$ cat src/rtl/lsu_bridge_pkg.sv
// Shared definitions for the load/store bridge: access-size codes, FSM
// encoding and the helpers that turn an M-stage access into bus fields.
package lsu_bridge_pkg;

   // Access size codes carried on lshbM; 101-111 behave as a word access.
   localparam logic [2:0] LSHB_W  = 3'b000;
   localparam logic [2:0] LSHB_HS = 3'b001;
   localparam logic [2:0] LSHB_HU = 3'b010;
   localparam logic [2:0] LSHB_BS = 3'b011;
   localparam logic [2:0] LSHB_BU = 3'b100;

   typedef enum logic [1:0] {
      ST_IDLE = 2'd0,
      ST_ADDR = 2'd1,
      ST_DATA = 2'd2,
      ST_DONE = 2'd3
   } lsu_state_e;

   typedef struct packed {
      logic        wr;
      logic [31:0] addr;
      logic [3:0]  wstrb;
      logic [31:0] wdata;
      logic [1:0]  off;
      logic [2:0]  lshb;
   } lsu_req_t;

   function automatic logic is_half(input logic [2:0] c);
      return (c == LSHB_HS) || (c == LSHB_HU);
   endfunction

   function automatic logic is_byte(input logic [2:0] c);
      return (c == LSHB_BS) || (c == LSHB_BU);
   endfunction

   function automatic logic misaligned(input logic [2:0] c, input logic [1:0] off);
      if (is_byte(c)) return 1'b0;
      if (is_half(c)) return off[0];
      return off != 2'b00;
   endfunction

   function automatic logic [3:0] strb_of(input logic wr, input logic [2:0] c,
                                          input logic [1:0] off);
      if (!wr) return 4'b0000;
      if (is_byte(c)) return 4'b0001 << off;
      if (is_half(c)) return 4'b0011 << off;
      return 4'b1111;
   endfunction

   // Store data is replicated across the word so the strobes pick the lane.
   function automatic logic [31:0] wdata_of(input logic [2:0] c, input logic [31:0] d);
      if (is_byte(c)) return {4{d[7:0]}};
      if (is_half(c)) return {2{d[15:0]}};
      return d;
   endfunction

endpackage

$ cat src/rtl/lsu_bridge_load_align.sv
// Load extraction: pick the addressed byte/half from a bus word and
// sign- or zero-extend it according to the access size code.
module load_align
   import lsu_bridge_pkg::*;
(
   input  logic [31:0] i_rdata,
   input  logic [1:0]  i_off,
   input  logic [2:0]  i_lshb,
   output logic [31:0] o_data
);

   logic [7:0]  w_byte;
   logic [15:0] w_half;

   always_comb begin
      w_byte = i_rdata[7:0];
      case (i_off)
         2'd0:    w_byte = i_rdata[7:0];
         2'd1:    w_byte = i_rdata[15:8];
         2'd2:    w_byte = i_rdata[23:16];
         default: w_byte = i_rdata[31:24];
      endcase
      w_half = i_off[1] ? i_rdata[31:16] : i_rdata[15:0];
   end

   always_comb begin
      o_data = i_rdata;
      case (i_lshb)
         LSHB_HS: o_data = {{16{w_half[15]}}, w_half};
         LSHB_HU: o_data = {16'h0000, w_half};
         LSHB_BS: o_data = {{24{w_byte[7]}}, w_byte};
         LSHB_BU: o_data = {24'h000000, w_byte};
         default: o_data = i_rdata;
      endcase
   end

endmodule

$ cat src/rtl/lsu_bridge.sv
// M-stage load/store to addr_ok/data_ok bus bridge; stalls the pipeline
// while an access is in flight and returns the aligned load result.
module lsu_bridge
   import lsu_bridge_pkg::*;
(
   input  logic        clk,
   input  logic        rst,
   input  logic        memreqM,
   input  logic        memwriteM,
   input  logic [2:0]  lshbM,
   input  logic [31:0] addrM,
   input  logic [31:0] wdataM,
   input  logic        stall_ext,
   output logic        stallM,
   output logic [31:0] ldataM,
   output logic        adelM,
   output logic        adesM,
   output logic        data_req,
   output logic        data_wr,
   output logic [31:0] data_addr,
   output logic [3:0]  data_wstrb,
   output logic [31:0] data_wdata,
   input  logic        data_addr_ok,
   input  logic        data_data_ok,
   input  logic [31:0] data_rdata
);

   lsu_state_e  r_state, w_next;
   lsu_req_t    w_req, r_req;
   logic [31:0] r_hold;
   logic        w_mis, w_go, w_idle;
   logic        w_breq, w_stall, w_ld_live, w_ld_hold;
   logic [31:0] w_align_src, w_align_out;

   assign w_mis  = misaligned(lshbM, addrM[1:0]);
   assign w_go   = memreqM & ~w_mis;
   assign w_idle = (r_state == ST_IDLE);

   always_comb begin
      w_req       = '0;
      w_req.wr    = memwriteM;
      w_req.addr  = {addrM[31:2], 2'b00};
      w_req.wstrb = strb_of(memwriteM, lshbM, addrM[1:0]);
      w_req.wdata = wdata_of(lshbM, wdataM);
      w_req.off   = addrM[1:0];
      w_req.lshb  = lshbM;
   end

   always_ff @(posedge clk) begin
      if (rst) r_state <= ST_IDLE;
      else     r_state <= w_next;
   end

   always_comb begin
      w_next    = r_state;
      w_breq    = 1'b0;
      w_stall   = 1'b0;
      w_ld_live = 1'b0;
      w_ld_hold = 1'b0;
      case (r_state)
         ST_IDLE: begin
            if (w_go) begin
               w_breq  = 1'b1;
               w_stall = 1'b1;
               w_next  = data_addr_ok ? ST_DATA : ST_ADDR;
            end
         end
         ST_ADDR: begin
            w_breq  = 1'b1;
            w_stall = 1'b1;
            if (data_addr_ok) w_next = ST_DATA;
         end
         ST_DATA: begin
            if (data_data_ok) begin
               w_ld_live = 1'b1;
               w_next    = stall_ext ? ST_DONE : ST_IDLE;
            end else begin
               w_stall = 1'b1;
            end
         end
         ST_DONE: begin
            w_ld_hold = 1'b1;
            if (!stall_ext) w_next = ST_IDLE;
         end
         default: w_next = ST_IDLE;
      endcase
   end

   // Request fields are latched at issue so ADDR/DATA/DONE never depend on
   // whatever the M stage presents later.
   always_ff @(posedge clk) begin
      if (rst) begin
         r_req  <= '0;
         r_hold <= '0;
      end else begin
         if (w_idle && w_go)                  r_req  <= w_req;
         if (r_state == ST_DATA && data_data_ok) r_hold <= data_rdata;
      end
   end

   assign w_align_src = w_ld_hold ? r_hold : data_rdata;

   load_align u_align (
      .i_rdata (w_align_src),
      .i_off   (r_req.off),
      .i_lshb  (r_req.lshb),
      .o_data  (w_align_out)
   );

   assign data_req   = w_breq & ~rst;
   assign data_wr    = w_idle ? w_req.wr    : r_req.wr;
   assign data_addr  = w_idle ? w_req.addr  : r_req.addr;
   assign data_wstrb = w_idle ? w_req.wstrb : r_req.wstrb;
   assign data_wdata = w_idle ? w_req.wdata : r_req.wdata;

   assign stallM = w_stall & ~rst;
   assign adelM  = ~rst & memreqM & ~memwriteM & w_mis;
   assign adesM  = ~rst & memreqM &  memwriteM & w_mis;
   assign ldataM = (~rst & ~r_req.wr & (w_ld_live | w_ld_hold)) ? w_align_out : 32'h0;

endmodule
$ cat config.mk
export PLATFORM = sky130hd
export DESIGN_NAME = lsu_bridge
export DESIGN_NICKNAME = d
export VERILOG_FILES = /design/src/rtl/lsu_bridge_pkg.sv /design/src/rtl/lsu_bridge_load_align.sv /design/src/rtl/lsu_bridge.sv
export SDC_FILE = /design/constraint.sdc
export NUM_CORES = 1
export LEC_CHECK = 0
export ABC_AREA = 1
export ABC_CLOCK_PERIOD_IN_PS = 3000
export CAP_MARGIN = 20
export CORE_MARGIN = 2
export CORE_UTILIZATION = 40
export DETAILED_ROUTE_END_ITERATION = 16
export GPL_TIMING_DRIVEN = 0
export PLACE_DENSITY = 0.7
export SKIP_LAST_GASP = 1
export SYNTH_ARGS = -nofsm -noshare
export SYNTH_HDL_FRONTEND = slang
export SYNTH_SLANG_ARGS = --single-unit
$ cat constraint.sdc
create_clock -name clk -period 3 [get_ports clk]
set_clock_uncertainty 0.2 [all_clocks]
set_input_delay 0.45 -clock clk [delete_from_list [all_inputs] [get_ports clk]]
set_output_delay 0.45 -clock clk [all_outputs]
set_load 0.02 [all_outputs]
==> results of run 1 <==
==> final cells by class <==
| class | count | area [sq um] |
|---|---|---|
| fillers | 1710 | 7060 |
| multi-input cells | 857 | 3960 |
| flip-flops and latches | 106 | 2130 |
| repair buffers | 215 | 1990 |
| plain buffers | 81 | 435 |
| inverters | 111 | 422 |
| well taps | 220 | 275 |
| clock buffers | 10 | 229 |
| clock inverters | 6 | 82.6 |
==> cells in the mapped netlist (all sizes together) <==
library cell and number:
nand2 403, nor2 115, o21ai 114, inv 110, dfxtp 106, a21oi 94, nand4 58, clkbuf 55
nand3 46, buf 27, a31oi 8, o211ai 7, ha 4, nor3 2, nor4 2, a211oi 1
clkinv 1, conb 1, or2 1
==> critical path: cells and delay by family <==
family	cells	cell delay, ns
AND/OR/NAND/NOR	5	0.46
AO/OA/AOI/OAI	1	0.09
buffers and inverters	5	1.28
==> placed cells by master, fill, tap and decap left out, types with 4 or more instances in the layout <==
cell and count:
nand2_1 397, inv_1 105, dfxtp_1 104, nor2_1 102, clkdlybuf4s50_1 102, a21oi_1 93, o21ai_0 77, nand4_1 58
clkbuf_1 42, nand3_1 39, o21ai_1 31, dlygate4sd2_1 28, clkbuf_2 27, dlymetal6s2s_1 27, buf_4 25, buf_2 22
nor2_2 12, clkbuf_16 9, a31oi_1 8, o211ai_1 7, o21ai_2 6, clkbuf_4 5, clkdlybuf4s15_2 5, nand3_2 4
nand2_2 4, inv_2 4, buf_6 4, ha_1 4, clkdlybuf4s15_1 4
==> cells by family after synthesis <==
| family | Yosys count | share of synthesized area [%] |
|---|---|---|
| AO/OA/AOI/OAI | 224 | 17.2 |
| AND/OR/NAND/NOR | 627 | 39.1 |
| buffers and inverters | 193 | 11.5 |
| flip-flops | 106 | 31.4 |
| adder cells (fa/ha/maj) | 4 | 0.740 |
| other | 1 | 0.0554 |
==> sequential cells by signal, summed over array words and instances (netlist names) <==
name     cells
r_req       72
r_hold      32
r_state      2
==> how the worst min path moves through the flow <==
stage / to / cells after the start
final: r_hold[17]$_SDFFE_PP0P_ / 2
after global routing: r_hold[13]$_SDFFE_PP0P_ / 2
after CTS: r_hold[27]$_SDFFE_PP0P_ / 2
after detailed placement: r_hold[16]$_SDFFE_PP0P_ / 2
after global placement: r_hold[30]$_SDFFE_PP0P_ / 2
after floorplan: r_hold[10]$_SDFFE_PP0P_ / 2
==> through the flow <==
stage / hold slack (ns) / TNS (ns) / util (%) / total power [mW] / instance area, sq um
6_report: 0.254 / 0 / 57.4 / 5.23 / 9520
5_1_grt: 0.273 / -0.111 / 57.4 / 5.54 / 9520
4_1_cts: 0.252 / -0.228 / 57.3 / 5.22 / 9500
3_5_place_dp: 0.241 / -37.43 / 55.0 / 4.00 / 9120
3_3_place_gp: 0.234 / -36.62 / 55.0 / 4.00 / 9120
2_1_floorplan: 0.225 / 0 / - / 3.02 / 6770
==> metal layers <==
metal	routed length, um	global-route usage [%]
met5	0	0
met4	583	8.30
met3	2090	7.86
met2	11500	43.6
met1	10800	35.5
==> timing repair <==
item	CTS	global route
pin swaps	3	0
setup endpoints to repair	102	89
endpoints found under the hold margin	0	0
buffers inserted	8	0
gates resized for setup	218	125
==> power by group <==
part / switching (mW) / internal (mW)
Clock: 0.604 / 0.668
Combinational: 1.50 / 0.840
Sequential: 0.0639 / 1.55
==> impl_metrics.env, run 1 <==
export IMPL_drcViolationCount=0
export IMPL_syn_area_sq_mm=0.00677
export IMPL_yosys_top_cells_area="dfxtp_1 31%, nand2_1 22%, o21ai_0 7.5%"
export IMPL_outcome="complete, no violations"
export IMPL_power_density_mw_per_mm2=549
export IMPL_antenna_cells=0
export IMPL_finalHoldViolCount=0
export IMPL_grt_pass1_vias=7635
export IMPL_max_slew_margin_rel_pct=60.8
export IMPL_worstMarginPinSlew_ns=0.587
export IMPL_r2r_start="r_state[0]$_SDFFE_PP0P_"
export IMPL_ctsHoldBuffers=0
export IMPL_die_area_sq_mm=0.0180
export IMPL_hp_start="r_hold[17]$_SDFFE_PP0P_"
export IMPL_placed_cells_incl_taps=1583
export IMPL_gp_congestion=0.936
export IMPL_final_max_slew_viol_count=0
export IMPL_cts_sinks=106
export IMPL_place_ws_ns=-0.723
export IMPL_cp_required_ns=2.35
export IMPL_grt_first_pass_wirelength_um=39200
export IMPL_ys_warn_count=0
export IMPL_cts_buffers_inserted=9
export IMPL_clock_path_buffers=2
export IMPL_endpoint="data_wdata[13]"
export IMPL_r2r_end="r_state[0]$_SDFFE_PP0P_"
export IMPL_critPathMostFrequentCell="nand2_1"
export IMPL_syn2layout_area_growth_pct=40.7
export IMPL_io_buffer_count=207
export IMPL_drt_iter0_drc=699
export IMPL_synth_top_area_share_pct=31.4
export IMPL_cap_violations=0
export IMPL_start_util_pct=40.8
export IMPL_period_needed_ns=2.95
export IMPL_synthCells=1155
export IMPL_vias=8293
export IMPL_rsz0062_at_grt="true"
export IMPL_drtPass1Iterations=6
export IMPL_rows=47
export IMPL_finalCritPeriodShare_pct=98.3
export IMPL_path_clk_slew_ns=0.07
export IMPL_peakVddDrop_mv=0.332
export IMPL_yosysTopAreaCell="dfxtp_1"
export IMPL_core_sq_mm=0.0166
export IMPL_wire_per_inst_um=15.5
export IMPL_ant_nets=0
export IMPL_hold_path_class="reg2reg"
export IMPL_clock_fmax_mhz=339
export IMPL_drive_gt1_share_pct=10.9
export IMPL_cts_tree="built"
export IMPL_fin_ws_ns=0.0495
export IMPL_antenna_found_initial=0
export IMPL_p_leak_nw=4.65
export IMPL_setup_viol=0
export IMPL_die_y_um=134
export IMPL_crit_type="in2out"
export IMPL_reg2reg_slack_ns=1.17
export IMPL_grt_remaining_overflow=0
export IMPL_ys_types=31
export IMPL_cts_max_level=3
export IMPL_crit_chain="clkdlybuf4s50_1, inv_1, nand2_1, nand2_2, buf_6, inv_2, nand2_1, nand2_1, nand2_1, o21ai_0, clkdlybuf4s15_1"
export IMPL_cp_startpoint="lshbM[2]"
export IMPL_critical_path_max_stage_delay_ns=0.56
export IMPL_synth_seq_cells=106
export IMPL_detail_route_vias_per_cell=5.16
export IMPL_critPathLaunchType="primary input"
export IMPL_crit_path_end_kind="primary output"
export IMPL_grt_max_degree=20
export IMPL_num_io_pins=211
export IMPL_fin_cells=1606
export IMPL_drt_wl_total_um=25000
export IMPL_crit_slowest_cell="clkdlybuf4s50_1"
export IMPL_synth_seq_area_share_pct=31.4
export IMPL_dp_hpwl_um=18800
export IMPL_avgSynthCellArea_sq_um=5.86
export IMPL_nets=1491
export IMPL_worstPathArrival_ns=2.30
export IMPL_grt_use_total_pct=27.2
export IMPL_cts_root_buf="clkbuf_16"
export IMPL_cp_max_fo=10
export IMPL_worstSkewPairLatency_ns=0.36
export IMPL_reg2reg_depth=11
export IMPL_dieWidth_um=134
No activity file was read; power rests on OpenSTA's default activity.
==> run 2: changes to the inputs <==
--- a/config.mk
+++ b/config.mk
@@ -8,7 +8,7 @@
 export ABC_AREA = 1
 export ABC_CLOCK_PERIOD_IN_PS = 3000
 export CAP_MARGIN = 20
-export CORE_MARGIN = 2
+export CORE_MARGIN = 4
 export CORE_UTILIZATION = 40
 export DETAILED_ROUTE_END_ITERATION = 16
 export GPL_TIMING_DRIVEN = 0
==> impl_metrics.env, run 2 (synthesis results as in run 1) <==
export IMPL_fillCellCount=1731
export IMPL_largest_reg_flops=72
export IMPL_antenna_found_initial=0
export IMPL_nets=1491
export IMPL_cts_sinks=106
export IMPL_cap_violations=0
export IMPL_antenna_cells=0
export IMPL_reg_top3="r_req (72), r_hold (32), r_state (2)"
export IMPL_final_seq_area_sq_mm=0.00213
export IMPL_finalCritPeriodShare_pct=98.1
export IMPL_cp_required_ns=2.35
export IMPL_holdPathStages=2
export IMPL_rows=47
export IMPL_grt_max_degree=17
export IMPL_gp_congestion=0.935
export IMPL_worstSkewPairLatency_ns=0.35
export IMPL_layout_common_cells="394 x nand2_1, 105 x inv_1, 104 x dfxtp_1, 103 x nor2_1, 101 x clkdlybuf4s50_1"
export IMPL_fin_ws_ns=0.0582
export IMPL_io_buffer_count=207
export IMPL_num_io_pins=211
export IMPL_final_max_slew_viol_count=0
export IMPL_period_needed_ns=2.94
export IMPL_grt_use_total_pct=25.3
export IMPL_cts_max_level=3
export IMPL_top_register="r_req"
export IMPL_start_util_pct=40.8
export IMPL_grt_first_pass_wirelength_um=40200
export IMPL_worstPathArrival_ns=2.29
export IMPL_reg2reg_depth=11
export IMPL_drive_gt1_share_pct=11.0
export IMPL_grt_pass1_vias=7809
export IMPL_critPathLaunchType="primary input"
export IMPL_dieWidth_um=138
export IMPL_p_leak_nw=4.58
export IMPL_hold_path_class="reg2reg"
export IMPL_max_slew_margin_rel_pct=61.4
export IMPL_power_density_mw_per_mm2=555
export IMPL_place_ws_ns=-0.690
export IMPL_crit_path_end_kind="primary output"
export IMPL_drt_iter0_drc=600
export IMPL_drcViolationCount=0
export IMPL_finalHoldViolCount=0
export IMPL_cts_buffers_inserted=9
export IMPL_multi_input_comb_area_sq_mm=0.00396
export IMPL_rsz0062_at_grt="true"
export IMPL_vias=8323
export IMPL_detail_route_vias_per_cell=5.18
export IMPL_setup_viol=0
export IMPL_final_area_sq_mm=0.00951
export IMPL_cp_max_fo=10
export IMPL_wire_per_inst_um=15.9
export IMPL_postPlaceCellArea_sq_mm=0.00912
export IMPL_clock_fmax_mhz=340
export IMPL_clock_path_buffers=2
export IMPL_whs_ns=0.253
export IMPL_finalSetupTns_ns=0
export IMPL_crit_type="in2out"
export IMPL_drtPass1Iterations=5
export IMPL_ant_nets=0
export IMPL_syn2layout_area_growth_pct=40.5
export IMPL_outcome="complete, no violations"
export IMPL_path_clk_slew_ns=0.07
export IMPL_worstMarginPinSlew_ns=0.580
export IMPL_die_y_um=138
export IMPL_cts_root_buf="clkbuf_16"
export IMPL_final_common_cell="nand2_1"
export IMPL_die_area_sq_mm=0.0191
export IMPL_drt_wl_total_um=25500
export IMPL_cts_tree="built"
export IMPL_grt_remaining_overflow=0
export IMPL_dp_hpwl_um=19300
export IMPL_core_sq_mm=0.0166
export IMPL_peakVddDrop_mv=0.307
run 2: worst paths after layout:
check,startpoint,endpoint,slack (ns)
setup reg to reg,r_state[0]$_SDFFE_PP0P_,r_state[0]$_SDFFE_PP0P_,1.04
hold / removal,r_hold[13]$_SDFFE_PP0P_,r_hold[13]$_SDFFE_PP0P_,0.25
hold reg to reg,r_hold[13]$_SDFFE_PP0P_,r_hold[13]$_SDFFE_PP0P_,0.25
setup / recovery,lshbM[2],data_wstrb[3],0.06
run 2: power breakdown:
part	switching [mW]	total, mW	internal (mW)
clock network	0.554	1.34	0.782
logic	1.51	2.33	0.815
registers	0.0661	1.61	1.55
total	2.14	5.28	3.15
run 2: worst max-delay path, stage by stage:
cell,delay [ns]
clkdlybuf4s50_1,0.55
inv_1,0.11
nand3_2,0.15
clkbuf_4,0.22
o21ai_0,0.08
nor2_1,0.20
nand2_1,0.08
nand2_1,0.06
dlygate4sd2_1,0.38
run 2: repair_timing:
action	4_1_cts	5_1_grt
buffers inserted	8	0
cloned	0	0
endpoints found under the setup margin	102	79
hold endpoints to repair	0	0
pin swaps	3	0
resized for setup	235	109
hold buffers	0	0
run 2: layer usage:
| layer | wire (um) | global-route usage [%] | part of all wire [%] |
|---|---|---|---|
| met1 | 11300 | 32.6 | 44 |
| met2 | 11700 | 41.2 | 46 |
| met3 | 1780 | 6.18 | 7.0 |
| met4 | 745 | 9.31 | 2.9 |
| met5 | 0 | 0 | 0 |
run 2: through the flow:
stage	cells	power, mW	utilization, %
after floorplan	1156	3.02	-
after global placement	1583	4.00	55.0
after detailed placement	1583	4.02	55.0
after CTS	1606	5.29	57.2
after global routing	1606	5.58	57.3
final	1606	5.28	57.3
run 2: area by class of cell:
cell class,count,area share [%]
clock buffer,13,2.74
inverter,111,4.43
multi-input combinational,857,41.7
tap,220,2.89
clock inverter,3,0.724
sequential,106,22.4
timing repair buffer,215,20.7
buffer,81,4.45
==> run 3: changes to the inputs <==
--- a/config.mk
+++ b/config.mk
@@ -8,9 +8,10 @@
 export ABC_AREA = 1
 export ABC_CLOCK_PERIOD_IN_PS = 3000
 export CAP_MARGIN = 20
-export CORE_MARGIN = 4
+export CORE_MARGIN = 10
 export CORE_UTILIZATION = 40
 export DETAILED_ROUTE_END_ITERATION = 16
+export GPL_ROUTABILITY_DRIVEN = 0
 export GPL_TIMING_DRIVEN = 0
 export PLACE_DENSITY = 0.7
 export SKIP_LAST_GASP = 1
==> impl_metrics.env, run 3 (synthesis results as in run 1) <==
export IMPL_place_ws_ns=-0.672
export IMPL_dp_hpwl_um=20300
export IMPL_detail_route_vias_per_cell=5.17
export IMPL_wire_per_inst_um=16.5
export IMPL_critPathLaunchType="register"
export IMPL_grt_max_degree=19
export IMPL_top_register="r_req"
export IMPL_final_common_cell="nand2_1"
export IMPL_antenna_cells=0
export IMPL_drt_iter0_drc=672
export IMPL_drive_gt1_share_pct=11.8
export IMPL_p_leak_nw=4.43
export IMPL_crit_slowest_cell="dfxtp_4"
export IMPL_layout_common_cells="391 x nand2_1, 105 x inv_1, 104 x dfxtp_1, 103 x nor2_1, 103 x clkdlybuf4s50_1"
export IMPL_crit_type="reg2out"
export IMPL_drt_wl_total_um=26500
export IMPL_cts_tree="built"
export IMPL_cap_violations=0
export IMPL_core_sq_mm=0.0166
export IMPL_grt_remaining_overflow=0
export IMPL_grt_use_total_pct=22.9
export IMPL_worstMarginPinSlew_ns=0.555
export IMPL_rows=47
export IMPL_power_density_mw_per_mm2=551
export IMPL_drtPass1Iterations=5
export IMPL_cp_max_fo=10
export IMPL_cts_max_level=3
export IMPL_num_io_pins=211
export IMPL_worstPathArrival_ns=2.28
export IMPL_finalHoldViolCount=0
export IMPL_placed_cells_incl_taps=1583
export IMPL_antenna_found_initial=0
export IMPL_io_buffer_count=207
export IMPL_hold_path_class="reg2reg"
export IMPL_die_area_sq_mm=0.0225
export IMPL_grt_pass1_vias=8025
export IMPL_reg_top3="r_req (72), r_hold (32), r_state (2)"
export IMPL_ant_nets=0
export IMPL_crit_chain="nand2_4, buf_12, buf_2, o21ai_0, inv_1, nand2_1, o211ai_1, nand3_1, inv_1, nor2_1, buf_2"
export IMPL_max_slew_margin_rel_pct=63.0
export IMPL_drcViolationCount=0
export IMPL_final_util_pct=56.6
export IMPL_path_clk_slew_ns=0.08
export IMPL_finalSetupTns_ns=0
export IMPL_vias=8314
export IMPL_clock_fmax_mhz=342
export IMPL_start_util_pct=40.8
export IMPL_critical_path_max_stage_delay_ns=0.41
export IMPL_clock_path_buffers=2
export IMPL_fin_cells=1607
export IMPL_fin_ws_ns=0.0749
export IMPL_grt_first_pass_wirelength_um=42000
export IMPL_finalCritPeriodShare_pct=97.5
export IMPL_largest_reg_flops=72
export IMPL_die_y_um=150
export IMPL_crit_path_end_kind="primary output"
export IMPL_cts_root_buf="clkbuf_16"
export IMPL_cp_required_ns=2.35
export IMPL_cts_sinks=106
export IMPL_final_max_slew_viol_count=0
export IMPL_rsz0062_at_grt="true"
export IMPL_outcome="complete, no violations"
export IMPL_setup_viol=0
export IMPL_syn2layout_area_growth_pct=38.6
export IMPL_cts_buffers_inserted=9
export IMPL_nets=1492
export IMPL_period_needed_ns=2.93
export IMPL_worstSkewPairLatency_ns=0.36
export IMPL_dieWidth_um=150
export IMPL_peakVddDrop_mv=0.325
export IMPL_whs_ns=0.255
run 3: changes by cell type in the layout (fill, tap and decap cells not counted), moves of 3 or more:
| cell | before | now |
|---|---|---|
| buf_2 | 26 | 40 |
| dlymetal6s2s_1 | 19 | 5 |
| clkbuf_2 | 21 | 25 |
| clkbuf_4 | 7 | 3 |
| clkdlybuf4s15_2 | 5 | 1 |
| dlygate4sd2_1 | 35 | 39 |
| clkbuf_1 | 44 | 41 |
| nand2_1 | 394 | 391 |
| nand2_2 | 7 | 10 |
| o21ai_1 | 27 | 30 |
run 3: layout make-up:
cell class / count / area [sq um]
fill: 1718 / 7200
sequential: 106 / 2130
timing repair buffer: 216 / 1870
inverter: 111 / 424
multi-input combinational: 857 / 3960
clock buffer: 10 / 229
tap: 220 / 275
buffer: 81 / 428
clock inverter: 6 / 71.3
run 3: layer usage:
layer  part of all wire [%]  global-route usage [%]
met1                     41                    26.8
met2                     48                    38.8
met3                    9.5                    8.33
met4                    1.6                    5.88
met5                      0                       0
run 3: critical path, delay by kind of cell (launching register included):
family	cells	cell delay, ns
buf+inv	5	0.70
compound gates	2	0.36
simple gates	4	0.43
flops	1	0.41
run 3: report_power, final:
group	switching [mW]	total, mW	leakage, nW	internal, mW
Combinational	1.52	2.31	3.42	0.792
Clock	0.586	1.25	0.145	0.659
Sequential	0.0657	1.61	0.867	1.55
run 3: what timing repair did:
| action | 4_1_cts | 5_1_grt |
|---|---|---|
| setup buffers | 5 | 3 |
| setup endpoints to repair | 102 | 67 |
| gates cloned | 0 | 1 |
| hold endpoints to repair | 0 | 0 |
| pin swaps | 3 | 4 |
| resized for setup | 247 | 139 |
| hold buffers | 0 | 0 |
run 3: worst paths after layout:
path / from / end / slack [ns] / cells past startpoint
hold reg to reg: r_hold[20]$_SDFFE_PP0P_ / r_hold[20]$_SDFFE_PP0P_ / 0.25 / 2
setup reg to reg: r_state[0]$_SDFFE_PP0P_ / r_state[0]$_SDFFE_PP0P_ / 1.03 / 10
hold / removal: r_hold[20]$_SDFFE_PP0P_ / r_hold[20]$_SDFFE_PP0P_ / 0.25 / 2
setup / recovery: r_state[0]$_SDFFE_PP0P_ / ldataM[8] / 0.07 / 11
run 3: stage by stage:
stage / instance area, sq um / power, mW
after global routing: 9380 / 5.48
after floorplan: 6770 / 3.02
after global placement: 9120 / 4.02
after CTS: 9370 / 5.17
final: 9380 / 5.17
after detailed placement: 9120 / 4.03
==> edit (flow settings as in run 3) <==
Re-encode `lsu_state_e` (4 states) as one-hot, 4 bits wide.
--- a/src/rtl/lsu_bridge_pkg.sv
+++ b/src/rtl/lsu_bridge_pkg.sv
@@ -9,11 +9,11 @@
    localparam logic [2:0] LSHB_BS = 3'b011;
    localparam logic [2:0] LSHB_BU = 3'b100;
 
-   typedef enum logic [1:0] {
-      ST_IDLE = 2'd0,
-      ST_ADDR = 2'd1,
-      ST_DATA = 2'd2,
-      ST_DONE = 2'd3
+   typedef enum logic [3:0] {
+      ST_IDLE = 4'b0001,
+      ST_ADDR = 4'b0010,
+      ST_DATA = 4'b0100,
+      ST_DONE = 4'b1000
    } lsu_state_e;
 
    typedef struct packed {
Function: no difference found for any inputs over 4 cycles, from zero or initial values and one cycle with rst high; so few cycles prove little.
==> edit against run 3 <==
- die area up 3.0%
- wire length up 4.5%
- design area is 2.4% higher
- area after synthesis grew 3.4%
- critical path depth is the same
- worst setup slack better by 0.029 ns
- count of clock-buffer cells in the layout fell by 1
- sequential cell count increased by 2
Power is not compared: it rests on default switching activity, and its combinational part moved more than twofold at a synthesized area within 25%.
==> edit: results (changes against run 3) <==
stage,metric,value,unit,change
global_route,GRT Util Overall,22.3,%,was 22.9%
min_path,Hold Crit Class,flip-flop to flip-flop,,unchanged
placed_design,HPWL Detailed,20.8,mm,was 20.3 mm
synth,top-count cell post-synth,nand2_1,,unchanged
placed_design,placement-stage cell area,9360,um2,was 9120 um2
global_route,first-pass GRT wire length,43.2,mm,was 42.0 mm
worst_setup_path,CP Max Fanout,10,,unchanged
worst_setup_path,worst reg2reg path depth,7,,was 10
job,max-capacitance violation count,0,,unchanged
routing,via count,8602,,was 8314
synth,top post-synthesis cells by area,"dfxtp_1, nand2_1, a21oi_1",,"was dfxtp_1, nand2_1, o21ai_0"
synth,warnings from Yosys,0,,unchanged
routing,DR pass1 iterations,5,,unchanged
min_path,worst hold start,r_hold[0],,was r_hold[20]
synth,post-synthesis sequential area ratio,30.9,%,was 31.4%
clock_network,Worst-Skew Late Latency,0.36,ns,about the same
synth,library cells used by synthesis,28,,was 31
sta,final hold vios,0,,unchanged
synth,compound-cell area share of the yosys netlist,16.7,%,was 17.2%
cells_and_area,Sequential Area,2170,um2,was 2130 um2
global_route,vias in the first global route,8219,,was 8025
pwr,leakage,0.00446,uW,
sta,worst hold slack,0.250,ns,was 0.255 ns
cells_and_area,Final nets,1516,,was 1492
cells_and_area,Layout fillers,1732,,was 1718
min_path,Hold Crit Depth,2,,unchanged
clock_network,CTS Buffer Depth,2,,unchanged
synth,mux contribution to synthesized area,0,%,unchanged
routing,average wire per standard cell,16.9,um,was 16.5 um
clock_network,H-Tree Depth,3,,unchanged
synth,Post-Synth XOR/XNOR Area,0,%,unchanged
clock_network,root buf cell,clkbuf_16,,unchanged
cells_and_area,top flop regs,"r_req x72, r_hold x32, r_state x4",,"was r_req x72, r_hold x32, r_state x2"
routing,routed wire length,27.7,mm,was 26.5 mm
synth,Syn Area/Cell,5.97,um2,was 5.86 um2
routing,Starting DRT DRC Count,832,,was 672
global_route,largest net degree at the start of global routing,20,,was 19
placed_design,PortBufs,207,,unchanged
worst_setup_path,"reg-to-reg slack, setup",1.18,ns,was 1.03 ns
global_route,initial antenna violation count,0,,unchanged
status,status,completed,,unchanged
worst_setup_path,slowest CP cell,dfxtp_2,,was dfxtp_4
min_path,hold path endpoint,r_hold[0],,was r_hold[20]
cells_and_area,share of cells above drive strength 1,14.7,%,was 11.8%
worst_setup_path,reg2reg start,r_state[0],,unchanged
pwr,VDD IR max,0.466,mV,
worst_setup_path,Critical Path AT,2.25,ns,was 2.28 ns
worst_setup_path,max incr delay on CP,0.36,ns,was 0.41 ns
synth,most common flop cell mapped by yosys,dfxtp_1,,unchanged
placed_design,pre-CTS WS,-0.570,ns,was -0.672 ns
synth,most common library cells after synthesis,"nand2_1, dfxtp_1, a21oi_1",,"was nand2_1, inv_1, dfxtp_1"
sta,Slew @ Worst Pin,0.665,ns,was 0.555 ns
placed_design,Placed Cells,1605,,was 1583
synth,Post-Synth Adder-Cell Area,0.715,%,was 0.740%
clock_network,CTS Buf Count,9,,unchanged
worst_setup_path,Critical R2R Capture,r_hold[1],,was r_state[0]
==> edit: routing by layer <==
| layer | routed length (um) | part of all wire [%] | track usage [%] | up-vias |
|---|---|---|---|---|
| met3 | 2640 | 9.5 | 6.58 | 36 |
| met2 | 12400 | 45 | 35.5 | 392 |
| met4 | 504 | 1.8 | 6.88 | 0 |
| li1 | - | - | - | 4285 |
| met1 | 12100 | 44 | 28.2 | 3889 |
| met5 | 0 | 0 | 0 | - |
==> edit: how the worst max path moves through the flow <==
stage                     startpoint            end  slack [ns]  depth (start not counted)
final                     r_state[3]     ldataM[21]        0.10                         11
after global routing      r_state[3]     ldataM[22]       -0.05                         11
after CTS                   lshbM[1]         stallM       -0.24                         11
after detailed placement    addrM[0]         stallM       -0.57                         11
after global placement      lshbM[1]  data_wstrb[0]       -0.55                         11
after floorplan           r_state[3]     ldataM[10]        0.74                         10
==> edit: cell type report <==
class                   count  area share, %
flip-flops and latches    108           22.6
plain buffers              84           5.05
multi-input cells         892           43.3
diodes                      1         0.0261
inverters                  88           3.53
clock inverters             7          0.834
repair buffers            223           19.4
clock buffers               9           2.34
well taps                 225           2.93
==> edit: repair_timing <==
action                                  CTS  global route
buffers inserted                          5            11
resized for setup                       213           158
endpoints found under the hold margin     0             0
endpoints found under the setup margin  103            75
pin swaps                                 2             7
==> edit: kinds of logic after synthesis <==
family,after synthesis
AOI/OAI and AO/OA,214
DFF,108
other,1
adders and majority gates,4
and+or+nand+nor,672
buffers and inverters,173
==> edit: critical path: cells and delay by family (launching register included) <==
kind                   cells  cell delay [ns]
AND/OR/NAND/NOR            6             0.86
buffers and inverters      4             0.54
flip-flops                 1             0.36
AO/OA/AOI/OAI              1             0.12
==> edit: power by group <==
group          internal, uW  switching [uW]
Clock                   663             605
Sequential             1650             118
Combinational          1720            3540
